===== config.mk =====
export PLATFORM = sky130hd
export DESIGN_NAME = demosaic_mul_arbiter
export DESIGN_NICKNAME = d
export VERILOG_FILES = /design/src/rtl/demosaic_mul_arbiter.sv
export SDC_FILE = /design/constraint.sdc
export NUM_CORES = 1
export LEC_CHECK = 0
export ABC_AREA = 1
export CORE_UTILIZATION = 51
export CTS_CLUSTER_SIZE = 40
export DETAILED_ROUTE_END_ITERATION = 16
export PLACE_DENSITY_LB_ADDON = 0.12
export SKIP_LAST_GASP = 1
export SLEW_MARGIN = 20
export SYNTH_ARGS = -nofsm -noshare
export SYNTH_HDL_FRONTEND = slang
export SYNTH_SLANG_ARGS = --single-unit

===== constraint.sdc =====
create_clock -name ap_clk -period 4.92 [get_ports ap_clk]
set_input_delay 0.984 -clock ap_clk [delete_from_list [all_inputs] [get_ports ap_clk]]
set_output_delay 0.984 -clock ap_clk [all_outputs]
set_load 0.05 [all_outputs]

===== src/rtl/demosaic_mul_arbiter.sv =====
// Purpose: round-robin share of one pipelined unsigned A x B multiplier among NUM_REQ requesters, tagged responses.
// Latency: response valid MUL_STAGES-1 edges after the accept edge (same edge when MUL_STAGES=1), plus one per stall cycle.
// Backpressure: rsp_valid && !rsp_ready freezes every stage and forces req_ready low; optional counters via DEMOSAIC_MUL_ARB_STATS_EN.
module demosaic_mul_arbiter #(
    parameter int NUM_REQ    = 4,
    parameter int A_WIDTH    = 13,
    parameter int B_WIDTH    = 11,
    parameter int P_WIDTH    = 24,
    parameter int MUL_STAGES = 3,
    parameter int ID_WIDTH   = 2
) (
    input  logic                        ap_clk,
    input  logic                        ap_rst_n,
    input  logic [NUM_REQ-1:0]          req_valid,
    output logic [NUM_REQ-1:0]          req_ready,
    input  logic [NUM_REQ*A_WIDTH-1:0]  req_a,
    input  logic [NUM_REQ*B_WIDTH-1:0]  req_b,
    output logic                        rsp_valid,
    output logic [ID_WIDTH-1:0]         rsp_id,
    output logic [P_WIDTH-1:0]          rsp_p,
`ifdef DEMOSAIC_MUL_ARB_STATS_EN
    output logic [15:0]                 stat_issue,
    output logic [15:0]                 stat_stall,
`endif
    input  logic                        rsp_ready
);

    localparam int FW    = A_WIDTH + B_WIDTH;
    localparam int PTR_W = $clog2(NUM_REQ);

    logic [PTR_W-1:0]    rr_ptr;
    logic [PTR_W-1:0]    rr_nxt;
    logic [PTR_W-1:0]    scan_idx;
    logic [PTR_W-1:0]    grant_idx;
    logic                grant_ok;
    logic                advance;
    logic                accept;
    logic [A_WIDTH-1:0]  sel_a;
    logic [B_WIDTH-1:0]  sel_b;
    logic [FW-1:0]       rsp_full;
    logic                st_vld [1:MUL_STAGES];
    logic [ID_WIDTH-1:0] st_id  [1:MUL_STAGES];

    // Full-width unsigned product; operands zero-extended so no bits are lost.
    function automatic logic [FW-1:0] umul(input logic [A_WIDTH-1:0] a, input logic [B_WIDTH-1:0] b);
        return {{B_WIDTH{1'b0}}, a} * {{A_WIDTH{1'b0}}, b};
    endfunction

    // Wrap a scan position back into 0..NUM_REQ-1.
    function automatic logic [PTR_W-1:0] wrap_idx(input int v);
        return (v >= NUM_REQ) ? PTR_W'(v - NUM_REQ) : PTR_W'(v);
    endfunction

    // The whole pipeline moves together whenever the response register is free or being drained.
    assign advance = !rsp_valid || rsp_ready;
    assign accept  = grant_ok && advance;
    assign rr_nxt  = (grant_idx == PTR_W'(NUM_REQ - 1)) ? '0 : grant_idx + 1'b1;

    // Round-robin scan starting at rr_ptr; first active requester wins.
    always_comb begin
        grant_ok  = 1'b0;
        grant_idx = '0;
        scan_idx  = '0;
        for (int k = 0; k < NUM_REQ; k++) begin
            scan_idx = wrap_idx(int'(rr_ptr) + k);
            if (!grant_ok && req_valid[scan_idx]) begin
                grant_ok  = 1'b1;
                grant_idx = scan_idx;
            end
        end
    end

    // Operand mux for the granted port, plus the one-hot ready (held low during reset).
    always_comb begin
        sel_a     = '0;
        sel_b     = '0;
        req_ready = '0;
        for (int i = 0; i < NUM_REQ; i++) begin
            if (grant_idx == PTR_W'(i)) begin
                sel_a = req_a[i*A_WIDTH +: A_WIDTH];
                sel_b = req_b[i*B_WIDTH +: B_WIDTH];
            end
        end
        if (ap_rst_n && accept) begin
            req_ready[grant_idx] = 1'b1;
        end
    end

    // Valid/tag shift chain and round-robin pointer; a non-grant cycle inserts a bubble.
    always_ff @(posedge ap_clk or negedge ap_rst_n) begin
        if (!ap_rst_n) begin
            rr_ptr <= '0;
            for (int k = 1; k <= MUL_STAGES; k++) begin
                st_vld[k] <= 1'b0;
                st_id[k]  <= '0;
            end
        end else if (advance) begin
            st_vld[1] <= accept;
            st_id[1]  <= ID_WIDTH'(grant_idx);
            for (int k = 2; k <= MUL_STAGES; k++) begin
                st_vld[k] <= st_vld[k-1];
                st_id[k]  <= st_id[k-1];
            end
            if (accept) begin
                rr_ptr <= rr_nxt;
            end
        end
    end

    generate
        if (MUL_STAGES == 1) begin : g_direct
            logic [FW-1:0] prod_q;

            // Single stage: multiply straight into the response register.
            always_ff @(posedge ap_clk or negedge ap_rst_n) begin
                if (!ap_rst_n) begin
                    prod_q <= '0;
                end else if (advance) begin
                    prod_q <= umul(sel_a, sel_b);
                end
            end

            assign rsp_full = prod_q;
        end else begin : g_piped
            logic [A_WIDTH-1:0] op_a;
            logic [B_WIDTH-1:0] op_b;
            logic [FW-1:0]      prod_q [2:MUL_STAGES];

            // Operand register in stage 1, product registered from stage 2 onward.
            always_ff @(posedge ap_clk or negedge ap_rst_n) begin
                if (!ap_rst_n) begin
                    op_a <= '0;
                    op_b <= '0;
                    for (int k = 2; k <= MUL_STAGES; k++) begin
                        prod_q[k] <= '0;
                    end
                end else if (advance) begin
                    op_a      <= sel_a;
                    op_b      <= sel_b;
                    prod_q[2] <= umul(op_a, op_b);
                    for (int k = 3; k <= MUL_STAGES; k++) begin
                        prod_q[k] <= prod_q[k-1];
                    end
                end
            end

            assign rsp_full = prod_q[MUL_STAGES];
        end
    endgenerate

    assign rsp_valid = st_vld[MUL_STAGES];
    assign rsp_id    = st_id[MUL_STAGES];
    assign rsp_p     = rsp_full[P_WIDTH-1:0];

`ifdef DEMOSAIC_MUL_ARB_STATS_EN
    // Saturating counters of accepted ops and of stalled response cycles.
    always_ff @(posedge ap_clk or negedge ap_rst_n) begin
        if (!ap_rst_n) begin
            stat_issue <= '0;
            stat_stall <= '0;
        end else begin
            if (accept && stat_issue != 16'hFFFF) begin
                stat_issue <= stat_issue + 16'd1;
            end
            if (rsp_valid && !rsp_ready && stat_stall != 16'hFFFF) begin
                stat_stall <= stat_stall + 16'd1;
            end
        end
    end
`endif

endmodule


# After elaboration in Yosys (flattened, before gate mapping)
# Cells that the tools add are included.
# Widths: inputs -> output; s select.
[totals]
out_inout_bits = 31
wordCells = 78
ff_bits = 83
[op_classes]
n_lt_le_gt_ge = 10
mux = 32
mul = 1
reduce_logical = 13
n_addsub = 8
eq_ne = 3
[ops]
columns = ["cell", "count"]
rows = [
  ["$mux 13", 4],
  ["$mux 11", 4],
  ["$mul 13x11->24", 1],
  ["$mux 2", 9],
  ["$lt 2x3->1 const B", 5],
  ["$ge 3x3->1 const B", 3],
  ["$mux 1", 9],
  ["$bmux 1 s2", 4],
  ["$sub 2x1->2 const B", 4],
  ["$add 2x2->3 const B", 2],
  ["$logic_and 1x1->1", 6],
  ["$eq 2x2->1 const B", 2],
  ["$logic_not 1->1", 4],
  ["$mux 4", 1],
  ["$add 2x1->3 const B", 1],
  ["$ge 2x3->1 const B", 1],
  ["$add 2x1->2 const B", 1],
  ["$demux 1 s2", 1],
  ["$eq 2x1->1 const B", 1],
  ["$ge 2x1->1 const B", 1],
  ["$logic_not 2->1", 1],
  ["$reduce_and 2->1", 1],
  ["$logic_or 1x1->1", 1],
]

# Longest topological paths before layout
# Gate-level depths: netlist (run 1).
[depth]
word_depth = 19
ltp_mapped = 24

# Worst setup path before layout (run 1)
# No wires, ideal clock.
[synth_path]
kind = "reg2reg"
from = "register g_piped.op_b[2]"
to = "register g_piped.prod_q[44] (netlist bit)"
required_time_ns = 4.803
path_stages_with_launch = 21
path_slack_ns = 0.299
n_path_buf = 1
setup_ns = 0.117
arrival_time_ns = 4.504
path_cell_list = "dfrtp_1 clkbuf_1 nand2_1 fa_1 fa_1 fa_1 inv_1 fa_1 inv_1 fa_1 inv_1 ha_1 nand2_1 nor2_1 inv_1 nor2_1 nand3_1 nand3_1 nand2_1 nand3_1 nand2_1"
[synth_between]
elab_chain_cells = 1
[synth_rtl]
columns = ["item", "line", "text"]
rows = [
  ["start: declaration", "126", "logic [B_WIDTH-1:0] op_b;"],
  ["start signal: assignment", "139", "op_b <= sel_b;"],
  ["$mul 13x11->24", "46", "return {{B_WIDTH{1'b0}}, a} * {{A_WIDTH{1'b0}}, b};"],
  ["end signal: indexed assignment", "142", "prod_q[k] <= prod_q[k-1];"],
  ["end: declaration", "127", "logic [FW-1:0] prod_q [2:MUL_STAGES];"],
]
# Every way passes these cells.
# A chain may end at the register's enable or synchronous reset.

# Worst setup path in the final report (run 1)
[layout_path]
from = "register g_piped.op_a[7]"
to = "register g_piped.prod_q[44] (netlist bit)"
[layout_between]
elab_chain_cells = 1
[layout_rtl]
columns = ["item", "line", "text"]
rows = [
  ["start: declaration", "125", "logic [A_WIDTH-1:0] op_a;"],
  ["start signal: assignment", "138", "op_a <= sel_a;"],
  ["$mul 13x11->24", "46", ""],
]
# Every way passes these cells.

==> results of run 1 <==
[layout make-up]
type	instances	area, um^2	share of cell area
clock buffer	9	225	0.0195
tap	229	287	0.0248
multi-input combinational	890	5980	0.518
timing repair buffer	190	1810	0.157
inverter	264	991	0.0859
sequential	83	2100	0.182
clock inverter	7	148	0.0128
[how the worst min path moves through the flow]
stage	startpoint	to	slack (ns)	cells after the start
after global routing	g_piped.prod_q[44]	rsp_p[20]	0.48	2
after detailed placement	st_vld[1]	rsp_valid	0.45	2
after CTS	g_piped.prod_q[44]	rsp_p[20]	0.47	2
after floorplan	st_vld[1]	rsp_valid	0.42	2
after global placement	st_vld[1]	rsp_valid	0.44	2
final	st_vld[1]	rsp_valid	0.46	2
[routing by layer]
| layer | vias to the layer above | GRT usage | wire length, um |
|---|---|---|---|
| li1 | 4158 | - | - |
| met1 | 3833 | 0.348 | 10700 |
| met2 | 233 | 0.444 | 11100 |
| met3 | 46 | 0.0457 | 1060 |
| met4 | 2 | 0.0894 | 653 |
| met5 | - | 0 | 13 |
[state kept, by name, indices dropped and copies added (netlist names)]
name,flops
rr_ptr,2
rsp_id,2
g_piped.op_a,13
rsp_p,24
rsp_valid,1
st_id,4
st_vld,2
g_piped.op_b,11
g_piped.prod_q,24
[through the flow]
stage,area (um^2),hold slack [ns]
2_1_floorplan,9430,0.423
3_3_place_gp,10800,0.441
3_5_place_dp,10800,0.450
4_1_cts,11200,0.467
5_1_grt,11500,0.481
6_report,11500,0.465
[Yosys cell counts]
cell	number
nand2_1	472
inv_1	262
fa_1	98
a21oi_1	87
dfrtp_1	83
ha_1	66
nor2_1	59
clkbuf_1	44
nand3_1	30
buf_4	27
o211ai_1	24
buf_2	10
o21ai_0	10
nand2_2	5
nand3b_1	5
nand3_2	4
nand4_1	4
xnor2_1	4
nor3_1	3
o21ai_1	3
o21ai_2	3
inv_2	2
nand2_4	2
nor2_2	2
o21bai_1	2
or2_2	2
xor2_1	2
a31oi_1	1
and2_1	1
buf_6	1
clkbuf_4	1
nor2_4	1
[worst reg2reg max path: cells and delay by family (launching register included)]
kind | cells | cell delay (ns)
buf+inv | 5 | 0.44
fa+ha+maj | 6 | 2.87
simple gates | 9 | 0.80
flops | 1 | 0.47
[cell families (layout without fill, tap and decap cells)]
family          Yosys count  after routing  share of synthesized area
flops                    83             83                      0.220
compound gates          130            130                     0.0772
xor+xnor                  6              6                    0.00557
buf+inv                 347            470                      0.151
fa+ha+maj               164            164                      0.296
simple gates            590            590                      0.250
[timing repair]
action | in CTS | in global routing
setup endpoints to repair | 3 | 14
resized for setup | 2 | 26
buffers inserted | 0 | 32
hold buffers | 0 | 0
==> impl_metrics.csv, run 1 <==
group,metric,value,unit
status,status,"finished, final reports clean",
timing,final.setup_skew,0.0164,ns
synth,mappedNetlistArea,9430,um^2
worst_setup_path,crit_path_max_fanout,7,
timing,timing.final.crit_share,0.950,
clocking,numClockSinks,83,
placement,placed_cells,1624,
global_route,grt_first_pass_wirelength,39000,um
worst_setup_path,worst_r2r_startpoint,"g_piped.op_a[7]",
drt,vias,8272,
drt,final_routed_wire_length_divided_by_cell_count,14.1,um
worst_setup_path,critPathTopFamily,"adder cells",
synth,synth.net_count,1587,
run,max_cap_violations,0,
floorplanning,design.die.area,19000,um^2
drt,drt-vias-per-instance,4.95,
worst_setup_path,crit_path_top_delay_cell,"fa_1",
drt,detailedRoute.firstIterationViolations,514,
timing,timing.setup.tns,0,ns
placement,detailedPlacementHpwl,18200,um
worst_setup_path,worstSetupStartpointType,"flip-flop",
worst_setup_path,reg2reg_setup_slack,0.25,ns
timing,final_hold_viol_count,0,
placement,place_worst_setup_slack,-0.0470,ns
placement,globalplace.congestion,0.979,
timing,grt_setup_unrepaired,"true",
worst_setup_path,cp-startpoint,"g_piped.op_a[7]",
timing,tightestPinTransition,0.898,ns
synth,synth.yosys.warnings,0,
timing,worst_slack,0.247,ns
placement,io_buffers,133,
global_route,grt_start_max_net_pins,88,
drt,antenna_left,0,
final_layout,finish.utilization,0.640,
final_layout,area.growth.synth_to_final,22.3,%
final_layout,share_of_layout_cells_above_drive_strength_1,0.0880,
global_route,grt_pass1_vias,8123,
floorplanning,die_h,138,um
clocking,cts.clk_slew.worst_paths,0.07,ns
worst_setup_path,timing.critical_path.buf_inv,5,
min_path,hold_class,"reg -> reg",
worst_setup_path,worstReg2RegEnd,"g_piped.prod_q[44]",
timing,setup_violations,0,
drt,drt_wl_total,23500,um
drt,detail_route.drc_violations,0,
floorplanning,placement_rows,49,
final_layout,fillCellCount,1671,
worst_setup_path,arrival_time_reported_for_the_critical_path_endpoint,4.91,ns
global_route,grt_overflow,0,
timing,achievable-frequency,0.214,GHz
final_layout,leading_cell_types_in_the_layout_fill_and_taps_excluded,"470 x nand2_1, 261 x inv_1, 129 x clkdlybuf4s50_1",
timing,report.final.slew_viol_count,0,
floorplanning,num_ports,134,
synth,synth_cells,1320,
synth,syn_area_per_cell,7.14,um^2
floorplanning,placeableCoreArea,18000,um^2
clocking,cts_tree,"built",
worst_setup_path,timing_worst_setup_path_type,"reg -> reg",
final_layout,layout_commonest_cell,"nand2_1",
synth,synth.largest_area_cell,"dfrtp_1",
worst_setup_path,critPathCapture,"g_piped.prod_q[44]",
drt,detailedRoute.firstPassIterationCount,5,
worst_setup_path,cp_cell_sequence,"buf_4 -> nand2_1 -> inv_1 -> fa_1 -> fa_1 -> fa_1 -> fa_1 -> inv_1 -> fa_1 -> inv_1 -> ha_1 -> nand2_1 -> inv_1 -> nand2_1 -> nor2_1 -> nand3_1 -> nand3_1 -> nand2_1 -> nand3_1 -> nand2_1",
synth,yosys-top-cells-area,"dfrtp_1 22%, fa_1 21%, nand2_1 19%",
clocking,clock_tree_buffer_depth,2,
clocking,clock_tree.htree_level_count,3,
worst_setup_path,r2r.worst_path.cells,20,
final_layout,layout.cells.non_filler,1672,
synth,synth.top_cell.area_share,0.220,
synth,portion_of_the_post_synthesis_area_used_by_sequential_elements,0.220,
synth,synth_cell_types,32,
timing,slew_headroom,0.401,
worst_setup_path,worst_setup_ep_type,"flip-flop",
synth,synth-seq-cells,83,
floorplanning,initial_core_util,0.523,
worst_setup_path,critPathRequiredTime,5.16,ns
clocking,cts-buffers-inserted,9,
clocking,worstSkewPairLatency,0.36,ns
timing,tmin_final,4.67,ns
floorplanning,chipWidth,138,um
clocking,clock-root-buffer,"clkbuf_16",
global_route,total_routing_usage_gr,0.266,
worst_setup_path,critical_path_depth,20,
final_layout,layout.nets,1705,
worst_setup_path,critPathMaxStageDelay,0.58,ns
final_layout,antenna_cells,0,
global_route,initial_antenna_violation_count,1,
Power of run 1 is not shown: default switching activity piles up to over one toggle a cycle in this logic, so the estimate is an artifact.
==> inputs of run 2 (changes only) <==
--- a/config.mk
+++ b/config.mk
@@ -6,6 +6,7 @@
 export NUM_CORES = 1
 export LEC_CHECK = 0
 export ABC_AREA = 1
+export CORE_ASPECT_RATIO = 1.4
 export CORE_UTILIZATION = 51
 export CTS_CLUSTER_SIZE = 40
 export DETAILED_ROUTE_END_ITERATION = 16
==> run 2 against run 1 <==
  * Clock-buffer cell count is the same
  * Flip-flop and latch count is the same
  * Cell count grew 0.24%
  * Critical path depth shrank 2
  * Critical endpoint is now g_piped.prod_q[34]
  * Core utilization shrank 0.98 points
  * Sequential share of layout area grew 0.24 points
  * Die area is essentially flat
  * Highest routed layer is now met4
  * Clock skew shrank 0.0083 ns
  * First-iteration DRC count shrank 17%
==> impl_metrics.csv, run 2 (synthesis gave the netlist of run 1 again) <==
group,metric,value,unit
worst_setup_path,crit_path_top_delay_cell,"fa_1",
drt,antenna_left,0,
drt,drt_wl_total,23100,um
global_route,total_routing_usage_gr,0.265,
worst_setup_path,crit_path_max_fanout,9,
min_path,hold_class,"reg -> reg",
timing,report.final.slew_viol_count,0,
worst_setup_path,cp_cell_sequence,"buf_4 -> nand2_1 -> fa_1 -> fa_1 -> fa_1 -> inv_1 -> fa_1 -> inv_1 -> fa_1 -> inv_1 -> ha_1 -> nand2_1 -> nor2_1 -> nand2_1 -> nand3_1 -> a21oi_1 -> o21ai_0 -> nand2_1",
placement,placed_cells,1644,
final_layout,antenna_cells,0,
clocking,clock_tree.htree_level_count,3,
timing,timing.final.crit_share,0.952,
worst_setup_path,arrival_time_reported_for_the_critical_path_endpoint,4.90,ns
drt,vias,8282,
timing,final_hold_viol_count,0,
clocking,clock-root-buffer,"clkbuf_16",
global_route,grt_first_pass_wirelength,39100,um
final_layout,layout.nets,1698,
placement,globalplace.congestion,0.997,
min_path,hold_end,"rsp_valid",
worst_setup_path,cp_common_cell,"fa_1",
floorplanning,die_h,163,um
final_layout,layout_commonest_cell,"nand2_1",
min_path,hold_wc_startpoint,"st_vld[1]",
clocking,cts-buffers-inserted,9,
floorplanning,initial_core_util,0.522,
global_route,grt_start_max_net_pins,88,
min_path,worstHoldPathCells,2,
floorplanning,placement_rows,58,
final_layout,area.growth.synth_to_final,20.8,%
drt,detailedRoute.firstIterationViolations,426,
worst_setup_path,critPathMaxStageDelay,0.55,ns
final_layout,fillCellCount,1675,
global_route,initial_antenna_violation_count,0,
timing,grt_setup_unrepaired,"true",
timing,tmin_final,4.69,ns
clocking,cts_tree,"built",
worst_setup_path,worstReg2RegEnd,"g_piped.prod_q[34]",
drt,detailedRoute.firstPassIterationCount,5,
final_layout,leading_cell_types_in_the_layout_fill_and_taps_excluded,"472 x nand2_1, 261 x inv_1, 128 x clkdlybuf4s50_1",
drt,drt-vias-per-instance,4.94,
floorplanning,chipWidth,117,um
drt,final_routed_wire_length_divided_by_cell_count,13.8,um
timing,tightestPinTransition,0.875,ns
clocking,cts.clk_slew.worst_paths,0.07,ns
final_layout,layout.cells.non_filler,1676,
worst_setup_path,worst_r2r_startpoint,"g_piped.op_a[5]",
timing,final.setup_skew,0.00810,ns
final_layout,multiInputGateArea,5960,um^2
placement,io_buffers,133,
worst_setup_path,worst_setup_ep_type,"flip-flop",
clocking,worstSkewPairLatency,0.35,ns
drt,detail_route.drc_violations,0,
timing,achievable-frequency,0.213,GHz
global_route,grt_overflow,0,
worst_setup_path,critPathRequiredTime,5.13,ns
clocking,numClockSinks,83,
clocking,clock_tree_buffer_depth,2,
timing,slew_headroom,0.417,
final_layout,seq_area,2100,um^2
floorplanning,design.die.area,19000,um^2
worst_setup_path,timing_worst_setup_path_type,"reg -> reg",
floorplanning,placeableCoreArea,18100,um^2
final_layout,share_of_layout_cells_above_drive_strength_1,0.0815,
worst_setup_path,worstSetupStartpointType,"flip-flop",
timing,setup_violations,0,
clocking,postCtsHoldBufs,0,
worst_setup_path,reg2reg_setup_slack,0.23,ns
status,status,"finished, final reports clean",
global_route,grt_pass1_vias,8268,
worst_setup_path,r2r.worst_path.cells,18,
placement,detailedPlacementHpwl,18400,um
run,max_cap_violations,0,
floorplanning,num_ports,134,
run 2: timing repair:
item                                    in CTS  in global routing
resized for setup                            3                 20
endpoints found under the setup margin       4                 14
setup buffers                                0                 16
run 2: stage by stage:
step	hold slack [ns]	cell area, um^2	util	setup TNS [ns]	setup WS [ns]
after CTS	0.465	11200	0.621	0	0.00565
after detailed placement	0.448	10900	0.604	-0.101	-0.0462
after floorplan	0.423	9430	-	0	0.299
final	0.464	11400	0.630	0	0.235
after global placement	0.449	10900	0.604	-0.0118	-0.0118
after global routing	0.481	11400	0.630	-0.113	-0.0446
run 2: layout make-up:
cell class | count | share of cell area
multi-input cells | 890 | 0.524
flip-flops and latches | 83 | 0.184
repair buffers | 183 | 0.152
inverters | 264 | 0.0870
well taps | 240 | 0.0264
clock buffers | 9 | 0.0198
clock inverters | 7 | 0.00703
run 2: per-layer routing:
layer	vias to the layer above	routed length (um)	part of all wire	global-route usage
met5	-	0	0	0
met3	44	888	0.038	0.0376
li1	4135	-	-	-
met4	0	807	0.035	0.0995
met1	3858	9440	0.41	0.320
met2	245	12000	0.52	0.470
run 2: worst max path at each step:
stage	cells past startpoint	endpoint	start
CTS	17	g_piped.prod_q[34]	g_piped.op_a[6]
floorplan	20	g_piped.prod_q[44]	g_piped.op_b[2]
global route	23	g_piped.prod_q[43]	g_piped.op_b[5]
finish	18	g_piped.prod_q[34]	g_piped.op_a[5]
detailed placement	17	g_piped.prod_q[34]	g_piped.op_b[2]
global placement	17	g_piped.prod_q[34]	g_piped.op_b[2]
run 2: critical path: cells and delay by family, from the launching register on:
kind / cells / cell delay (ns)
buffers and inverters: 4 / 0.31
AND/OR/NAND/NOR: 6 / 0.73
flip-flops: 1 / 0.47
AO/OA/AOI/OAI: 2 / 0.27
adder cells (fa/ha/maj): 6 / 2.77
Power of run 2 is left out for the same reason.
==> inputs of run 3 (changes only) <==
--- a/config.mk
+++ b/config.mk
@@ -7,6 +7,7 @@
 export LEC_CHECK = 0
 export ABC_AREA = 1
 export CORE_ASPECT_RATIO = 1.4
+export CORE_MARGIN = 8
 export CORE_UTILIZATION = 51
 export CTS_CLUSTER_SIZE = 40
 export DETAILED_ROUTE_END_ITERATION = 16
==> run 3 against run 2 <==
  * Flip-flop and latch count unchanged
  * Clock-buffer cell count unchanged
  * Critical path depth increased by 4
  * Register-to-register slack got worse by 0.03 ns
  * Cell count increased by 0.30%
  * Non-clock buffer count unchanged
  * Critical path type unchanged
==> impl_metrics.csv, run 3 (synthesis gave the netlist of run 1 again) <==
group,metric,value,unit
worst_setup_path,r2r.worst_path.cells,22,
worst_setup_path,crit_path_max_fanout,9,
floorplanning,placement_rows,59,
timing,final_hold_viol_count,0,
timing,tmin_final,4.71,ns
min_path,hold_end,"rsp_valid",
placement,globalplace.congestion,0.932,
global_route,grt_overflow,0,
final_layout,finish.utilization,0.624,
global_route,initial_antenna_violation_count,1,
timing,worst_slack,0.206,ns
worst_setup_path,timing.critical_path.buf_inv,6,
status,status,"finished, final reports clean",
global_route,grt_first_pass_wirelength,41200,um
floorplanning,die_h,177,um
timing,timing.final.crit_share,0.958,
min_path,hold_wc_startpoint,"st_vld[1]",
timing,achievable-frequency,0.212,GHz
global_route,total_routing_usage_gr,0.225,
clocking,cts.clk_slew.worst_paths,0.07,ns
worst_setup_path,critPathMaxStageDelay,0.52,ns
global_route,grt_pass1_vias,8519,
floorplanning,initial_core_util,0.513,
worst_setup_path,critPathRequiredTime,5.16,ns
timing,report.final.slew_viol_count,0,
clocking,numClockSinks,83,
placement,io_buffers,133,
timing,final.setup_skew,0.00966,ns
min_path,worstHoldPathCells,2,
final_layout,leading_cell_types_in_the_layout_fill_and_taps_excluded,"468 x nand2_1, 261 x inv_1, 129 x clkdlybuf4s50_1",
clocking,worstSkewPairLatency,0.35,ns
global_route,grt_start_max_net_pins,88,
drt,detail_route.drc_violations,0,
drt,antenna_left,0,
timing,slew_headroom,0.405,
placement,detailedPlacementHpwl,19700,um
clocking,postCtsHoldBufs,0,
clocking,clock_tree_buffer_depth,2,
floorplanning,design.die.area,23200,um^2
final_layout,fillCellCount,1681,
placement,place_worst_setup_slack,0.0233,ns
min_path,hold_class,"reg -> reg",
floorplanning,chipWidth,131,um
drt,vias,8298,
drt,drt_wl_total,24600,um
worst_setup_path,worst_r2r_startpoint,"g_piped.op_b[3]",
clocking,cts-buffers-inserted,9,
final_layout,layout.nets,1698,
worst_setup_path,timing_worst_setup_path_type,"reg -> reg",
worst_setup_path,worstReg2RegEnd,"g_piped.prod_q[47]",
worst_setup_path,reg2reg_setup_slack,0.21,ns
floorplanning,num_ports,134,
final_layout,layout_commonest_cell,"nand2_1",
drt,detailedRoute.firstPassIterationCount,5,
worst_setup_path,critPathTopFamily,"adder cells",
worst_setup_path,worst_setup_ep_type,"flip-flop",
worst_setup_path,worstSetupStartpointType,"flip-flop",
worst_setup_path,cp_cell_sequence,"buf_4 -> nand2_1 -> fa_1 -> fa_1 -> inv_1 -> fa_1 -> fa_1 -> inv_1 -> fa_1 -> inv_1 -> ha_1 -> nand2_1 -> inv_1 -> nand2_1 -> inv_1 -> nand2_1 -> nand2_1 -> nand2_1 -> nand3_1 -> nand2_1 -> nand3_1 -> nand2_1",
drt,drt-vias-per-instance,4.94,
clocking,clock_tree.htree_level_count,3,
run,max_cap_violations,0,
drt,final_routed_wire_length_divided_by_cell_count,14.7,um
worst_setup_path,arrival_time_reported_for_the_critical_path_endpoint,4.96,ns
timing,setup_violations,0,
final_layout,share_of_layout_cells_above_drive_strength_1,0.0857,
worst_setup_path,crit_path_top_delay_cell,"fa_1",
floorplanning,placeableCoreArea,18400,um^2
timing,tightestPinTransition,0.893,ns
final_layout,area.growth.synth_to_final,21.7,%
worst_setup_path,cp_common_cell,"nand2_1",
timing,timing.setup.tns,0,ns
clocking,clock-root-buffer,"clkbuf_16",
timing,whs,0.452,ns
clocking,cts_tree,"built",
drt,detailedRoute.firstIterationViolations,474,
-- run 3: changes by cell type in the layout (fill, tap and decap cells not counted), moves of 2 or more --
cell	delta
nand2_2	+4
buf_12	+2
nand2_1	-4
ha_1	-2
buf_4	-3
-- run 3: tightest hold or removal path: stages (launching register included) --
cell and delay (ns):
dfrtp_1 0.32, inv_1 0.05, nand2_1 0.05
-- run 3: area by class of cell --
type	instances	area (um^2)	area share
multi-input cells	890	6000	0.522
flip-flops and latches	83	2100	0.183
repair buffers	183	1760	0.153
inverters	264	991	0.0863
well taps	244	305	0.0266
clock buffers	9	225	0.0196
clock inverters	7	103	0.00894
diodes	1	2.50	0.000218
-- run 3: worst max-delay path by stage --
| stage | start | endpoint | slack, ns | cells past startpoint |
|---|---|---|---|---|
| 2_1_floorplan | g_piped.op_b[2] | g_piped.prod_q[44] | 0.30 | 20 |
| 3_3_place_gp | g_piped.op_a[6] | g_piped.prod_q[35] | 0.08 | 18 |
| 3_5_place_dp | g_piped.op_b[3] | g_piped.prod_q[35] | 0.02 | 18 |
| 4_1_cts | g_piped.op_b[3] | g_piped.prod_q[35] | 0.03 | 18 |
| 5_1_grt | g_piped.op_a[3] | g_piped.prod_q[39] | -0.03 | 21 |
| 6_report | g_piped.op_b[3] | g_piped.prod_q[47] | 0.21 | 22 |
-- run 3: routing by layer --
layer,part of all wire,GRT usage
met5,0,0
met2,0.51,0.393
met1,0.40,0.259
met4,0.043,0.0984
met3,0.046,0.0449
-- run 3: repair_timing --
action	CTS	global route
endpoints found under the setup margin	0	14
setup buffers	0	19
resized for setup	0	34
-- run 3: metrics by stage --
stage                     cells  cell area [um^2]
final                      1681             11500
after global routing       1681             11500
after CTS                  1661             11200
after detailed placement   1645             10900
after global placement     1645             10900
after floorplan            1320              9430
Power of run 3 is left out for the same reason.
